===== config.mk =====
export PLATFORM = sky130hd
export DESIGN_NAME = pwm_deadtime_sched
export DESIGN_NICKNAME = d
export VERILOG_FILES = /design/src/rtl/pwm_deadtime_sched.sv
export SDC_FILE = /design/constraint.sdc
export NUM_CORES = 1
export LEC_CHECK = 0
export BUFFER_PORTS_ARGS = -buffer_cell sky130_fd_sc_hd__buf_4
export CORE_MARGIN = 2
export CORE_UTILIZATION = 60
export CTS_BUF_LIST = sky130_fd_sc_hd__clkbuf_8
export DETAILED_ROUTE_END_ITERATION = 12
export GPL_TIMING_DRIVEN = 0
export PLACE_DENSITY = 0.81
export SYNTH_ARGS = -nofsm -noshare
export SYNTH_HDL_FRONTEND = slang
export SYNTH_SLANG_ARGS = --single-unit

===== constraint.sdc =====
create_clock -name clk -period 2.6 [get_ports clk]
set_input_delay 0.13 -clock clk [delete_from_list [all_inputs] [get_ports clk]]
set_output_delay 0.13 -clock clk [all_outputs]
set_load 0.01 [all_outputs]

===== src/rtl/pwm_deadtime_sched.sv =====
// pwm_deadtime_sched: complementary PWM scheduler for one half-bridge leg.
// A free-running period counter is compared against the active duty to form
// the raw PWM level. A five-state sequencer drives the gate pair through
// explicit dead-time states. Duty updates arrive over a valid/ready handshake
// into a one-deep shadow register and are applied only on period boundaries.
//
// Ports:
//   clk          system clock, rising edge
//   rst          synchronous active-high reset
//   en           run enable; low forces gates off and holds the counter at 0
//   brake        immediate gate-off request, overrides en and duty
//   duty         requested high-side on-count
//   duty_vld     duty is valid
//   duty_rdy     shadow register empty (combinational, low during rst)
//   dt_cfg       dead-time setting, dead time = dt_cfg+1 clocks
//   high_out     high-side gate, registered
//   low_out      low-side gate, registered
//   period_start registered pulse on the cnt==0 cycle following a wrap
module pwm_deadtime_sched #(
    parameter int unsigned CNT_W = 10,
    parameter int unsigned DT_W  = 5
) (
    input  logic             clk,
    input  logic             rst,
    input  logic             en,
    input  logic             brake,
    input  logic [CNT_W-1:0] duty,
    input  logic             duty_vld,
    output logic             duty_rdy,
    input  logic [DT_W-1:0]  dt_cfg,
    output logic             high_out,
    output logic             low_out,
    output logic             period_start
);

    typedef enum logic [2:0] {
        S_OFF  = 3'd0,
        S_DT_H = 3'd1,
        S_HIGH = 3'd2,
        S_DT_L = 3'd3,
        S_LOW  = 3'd4
    } state_t;

    localparam logic [CNT_W-1:0] CNT_MAX = '1;

    logic [CNT_W-1:0] cnt;
    logic [CNT_W-1:0] duty_act;
    logic [CNT_W-1:0] shadow;
    logic             shadow_full;
    logic [DT_W-1:0]  dt_act;
    logic [DT_W-1:0]  dtc;
    logic [DT_W-1:0]  dtc_nxt;
    state_t           state;
    state_t           state_nxt;

    logic run;
    logic wrap;
    logic raw;
    logic xfer;
    logic apply;

    assign run      = en & ~brake;
    assign wrap     = run & (cnt == CNT_MAX);
    assign raw      = (cnt < duty_act);
    assign duty_rdy = ~shadow_full & ~rst;
    assign xfer     = duty_vld & duty_rdy;
    // Period boundary while running, or any cycle while disabled.
    assign apply    = wrap | ~en;

    // Period counter and period-start pulse.
    always_ff @(posedge clk) begin
        if (rst) begin
            cnt          <= '0;
            period_start <= 1'b0;
        end else begin
            if (!en) begin
                cnt <= '0;
            end else if (!brake) begin
                cnt <= cnt + CNT_W'(1);
            end
            period_start <= wrap;
        end
    end

    // Shadow register and active duty / dead-time configuration.
    // A transfer needs shadow_full=0 and an apply needs shadow_full=1, so the
    // two branches can never compete in the same cycle.
    always_ff @(posedge clk) begin
        if (rst) begin
            shadow      <= '0;
            shadow_full <= 1'b0;
            duty_act    <= '0;
            dt_act      <= '0;
        end else begin
            if (xfer) begin
                shadow      <= duty;
                shadow_full <= 1'b1;
            end else if (shadow_full && apply) begin
                duty_act    <= shadow;
                shadow_full <= 1'b0;
            end
            if (apply) begin
                dt_act <= dt_cfg;
            end
        end
    end

    // Sequencer state, dead-time counter and gate flops.
    always_ff @(posedge clk) begin
        if (rst) begin
            state    <= S_OFF;
            dtc      <= '0;
            high_out <= 1'b0;
            low_out  <= 1'b0;
        end else begin
            state    <= state_nxt;
            dtc      <= dtc_nxt;
            high_out <= (state_nxt == S_HIGH);
            low_out  <= (state_nxt == S_LOW);
        end
    end

    // Next-state decode. The terminal test uses >= so that a dead time in
    // progress when dt_act shrinks at a wrap finishes instead of wrapping dtc.
    always_comb begin
        state_nxt = state;
        dtc_nxt   = dtc;
        if (!run) begin
            state_nxt = S_OFF;
            dtc_nxt   = '0;
        end else begin
            case (state)
                S_OFF: begin
                    state_nxt = raw ? S_DT_H : S_DT_L;
                    dtc_nxt   = '0;
                end
                S_DT_H: begin
                    if (!raw) begin
                        state_nxt = S_DT_L;
                        dtc_nxt   = '0;
                    end else if (dtc >= dt_act) begin
                        state_nxt = S_HIGH;
                        dtc_nxt   = '0;
                    end else begin
                        dtc_nxt = dtc + DT_W'(1);
                    end
                end
                S_DT_L: begin
                    if (raw) begin
                        state_nxt = S_DT_H;
                        dtc_nxt   = '0;
                    end else if (dtc >= dt_act) begin
                        state_nxt = S_LOW;
                        dtc_nxt   = '0;
                    end else begin
                        dtc_nxt = dtc + DT_W'(1);
                    end
                end
                S_HIGH: begin
                    if (!raw) begin
                        state_nxt = S_DT_L;
                        dtc_nxt   = '0;
                    end
                end
                S_LOW: begin
                    if (raw) begin
                        state_nxt = S_DT_H;
                        dtc_nxt   = '0;
                    end
                end
                default: begin
                    state_nxt = S_OFF;
                    dtc_nxt   = '0;
                end
            endcase
        end
    end

endmodule


==> impl_metrics.csv <==
group,metric,value,unit
setup_path,critPathLaunchType,"flip-flop",
synthesis,ys_seq_area_share,39.48,%
floorplanning,die_area,4493,sq um
setup_path,r2r_slack,0.15,ns
routing,highest_layer,"met4",
timing,slew_headroom,62.83,%
finish,diodes,0,
setup_path,cp.required,2.82,ns
routing,wl_met2,2157,microns
synthesis,netlist.area_leader.share,39.48,%
routing,post_drt_wl_per_cell,12.75,microns
setup_path,cpMaxStageDelayCell,"or4_1",
grt,overflow,0,
job,maxCapViolCount,0,
routing,drc,0,
setup_path,crit_fanout,8,
routing,drt-total-wl,4654,microns
timing,setup_ws,0.1508,ns
setup_path,critPathTopFamily,"simple AND/OR/NAND/NOR gates",
grt,first_global_vias,1855,
synthesis,synth.yosys.warnings,0,
synthesis,synth_edf_count,0,
setup_path,cpPeakStageDelay,0.52,ns
setup_path,cp.arrival,2.66,ns
setup_path,critical_path_buf_inv_count,1,
placed_design,dpl.hpwl,3421,microns
routing,route.vias.total,2058,
setup_path,path_class,"flip-flop to flip-flop",
grt,grt_pass1_wl,7990,microns
placed_design,dpl_worst_slack,-0.1158,ns
floorplanning,ios,24,
timing,final.min_clock_period,2.449,ns
floorplanning,dieHeight,67.03,microns
finish,drive_gt1_share,13.88,%
timing,setup_violations,0,
outcome,status,"finished clean",
finish,area_growth,16.12,%
routing,dr.pass1.iters,5,
power_and_ir_drop,leakage,1.101,nW
routing,viasPerCell,5.638,
floorplanning,coreArea,3744,sq um
synthesis,syn-num-nets,323,
timing,holdWs,0.01483,ns
placed_design,gp_congestion,0.9434,
clock_network,path_clk_slew,0.08,ns
clock_network,cts_buffer_depth,2,
clock_network,cts_sinks,47,
synthesis,synth_commonest_cells,"dfxtp_1, nand2_1, nor2_1, a21oi_1",
hold_path,holdPathEnd,"shadow[7]",
hold_path,worstHoldStart,"duty[7]",
timing,max_freq,408.3,MHz
setup_path,end_kind,"flip-flop",
placed_design,portBuffers,22,
synthesis,ys_types,40,
clock_network,cts_setup_buffers,0,
synthesis,syn_inst,287,
clock_network,numCtsBuffers,5,
synthesis,netlist_area,2384,sq um
routing,dr_wl_met3,235,microns
clock_network,clk_latency,0.30,ns
setup_path,cp_cell_sequence,"ha_1 > a211oi_2 > nor2_1 > or3_1 > buf_2 > or4_1 > o311a_1 > a211oi_1",
setup_path,timing.rr.end,"dtc[3]",
routing,ant_nets,0,
clock_network,cts_tree,"built",
timing,tightest_slew,0.5498,ns
setup_path,rr_startpoint,"cnt[7]",
power_and_ir_drop,power.density,527.9,nW/um^2
synthesis,yosys.cell_count.top_type,"dfxtp_1",
timing,tns,0,ns
synthesis,ys_ff_latch,47,
timing,drv_slew,0,
clock_network,holdBufCountCts,0,
hold_path,hp-class,"input port to flip-flop",
clock_network,htreeDepth,2,
finish,nNetsFinal,352,
hold_path,hold_depth,3,
clock_network,clockRootBuffer,"clkbuf_8",
synthesis,synthTopCellsByArea,"dfxtp_1, ha_1, nand2_1",
synthesis,avgSynthCellArea,8.305,sq um
timing,skew,0.002840,ns
setup_path,worstRegToRegCells,8,
synthesis,yosys.area.top_type,"dfxtp_1",
floorplanning,initial_utilization,63.67,%
synthesis,ys.flop_type,"dfxtp_1",
timing,finalHoldViolCount,0,
grt,grt_start_max_net_pins,15,
power_and_ir_drop,vdd_ir_drop_max,0.3134,mV
floorplanning,rows,22,
timing,fin_crit_sh,94.20,%
routing,wl_met1,2182,microns
timing,grt_setup_unrepaired,"no",
grt,antenna_found_initial,0,
routing,first_iter_violations,181,
grt,grt_usage,23.58,%
floorplanning,die_x,67.03,microns
synthesis,async_reset_ff_share,0,%
## where the power goes
| part | switching, W | internal (W) |
|---|---|---|
| logic | 0.0000893 | 0.0000613 |
| clock network | 0.000241 | 0.000311 |
| registers | 0.0000153 | 0.000743 |
## cells by family after synthesis
family          after synthesis  share of synthesized area [%]
mux                           4                          1.680
simple gates                119                          25.09
fa+ha+maj                    16                          8.399
compound gates               60                          16.33
xor+xnor                     12                          4.409
buf+inv                      29                          4.619
flops                        47                          39.47
## sequential cells by signal, indices dropped and copies added (netlist names)
signal        count
duty_act         10
dt_act            5
shadow           10
low_out           1
cnt              10
high_out          1
dtc               5
period_start      1
state             3
shadow_full       1
## layout by cell type (no fill, tap or decap), types with 3 or more instances in the layout
cell and instances:
and3_1 4, a211oi_1 7, ha_1 15, nand2b_1 13, nor3_1 3, mux2i_1 4, nand4_1 4, a21oi_1 19
nand3_1 18, clkbuf_1 10, o21ai_0 15, clkbuf_8 6, nand2_1 30, dfxtp_1 45, inv_1 18, nor2_1 25
or3_1 5, buf_4 22, nor2b_1 4, xor2_1 10
## timing repair
item,in CTS,in global routing
pin swaps,0,2
endpoints found under the setup margin,5,5
gates resized for setup,3,5
## metal layers
| layer | vias up | track usage (%) |
|---|---|---|
| li1 | 1066 | - |
| met1 | 930 | 31.56 |
| met2 | 54 | 35.64 |
| met3 | 8 | 6.081 |
| met4 | 0 | 9.949 |
| met5 | - | 0 |
## metrics by stage
step	area (sq um)	power (W)	std cells	util, %
2_1_floorplan	2384	0.0008670	287	-
3_3_place_gp	2609	0.0009150	357	69.69
3_5_place_dp	2609	0.0009198	357	69.69
4_1_cts	2744	0.001478	365	73.30
5_1_grt	2768	0.001532	365	73.93
6_report	2768	0.001461	365	73.93
## worst max-delay path by stage
stage / startpoint / to / slack, ns / cells after the start
global placement: cnt[7] / dtc[3] / -0.16 / 6
detailed placement: cnt[7] / dtc[0] / -0.12 / 6
CTS: cnt[7] / dtc[1] / 0.07 / 8
finish: cnt[7] / dtc[3] / 0.15 / 8
floorplan: cnt[4] / dtc[1] / 0.25 / 8
global route: duty_act[7] / dtc[3] / 0.03 / 9
## worst reg2reg max path: cells and delay by family, from the launching register on
family,cells,cell delay (ns)
compound gates,3,0.60
fa+ha+maj,1,0.33
buf+inv,1,0.17
flops,1,0.35
simple gates,3,0.91
## cell type report
class                      count  area, sq um
sequential                    47        943.4
inverter                      18        67.56
timing repair buffer          22        165.2
fill                         294        975.9
buffer                        11        42.54
clock inverter                 2        35.03
clock buffer                   6        82.58
tap                           48        60.06
multi-input combinational    211         1371
(Power assumes the default switching activity.)
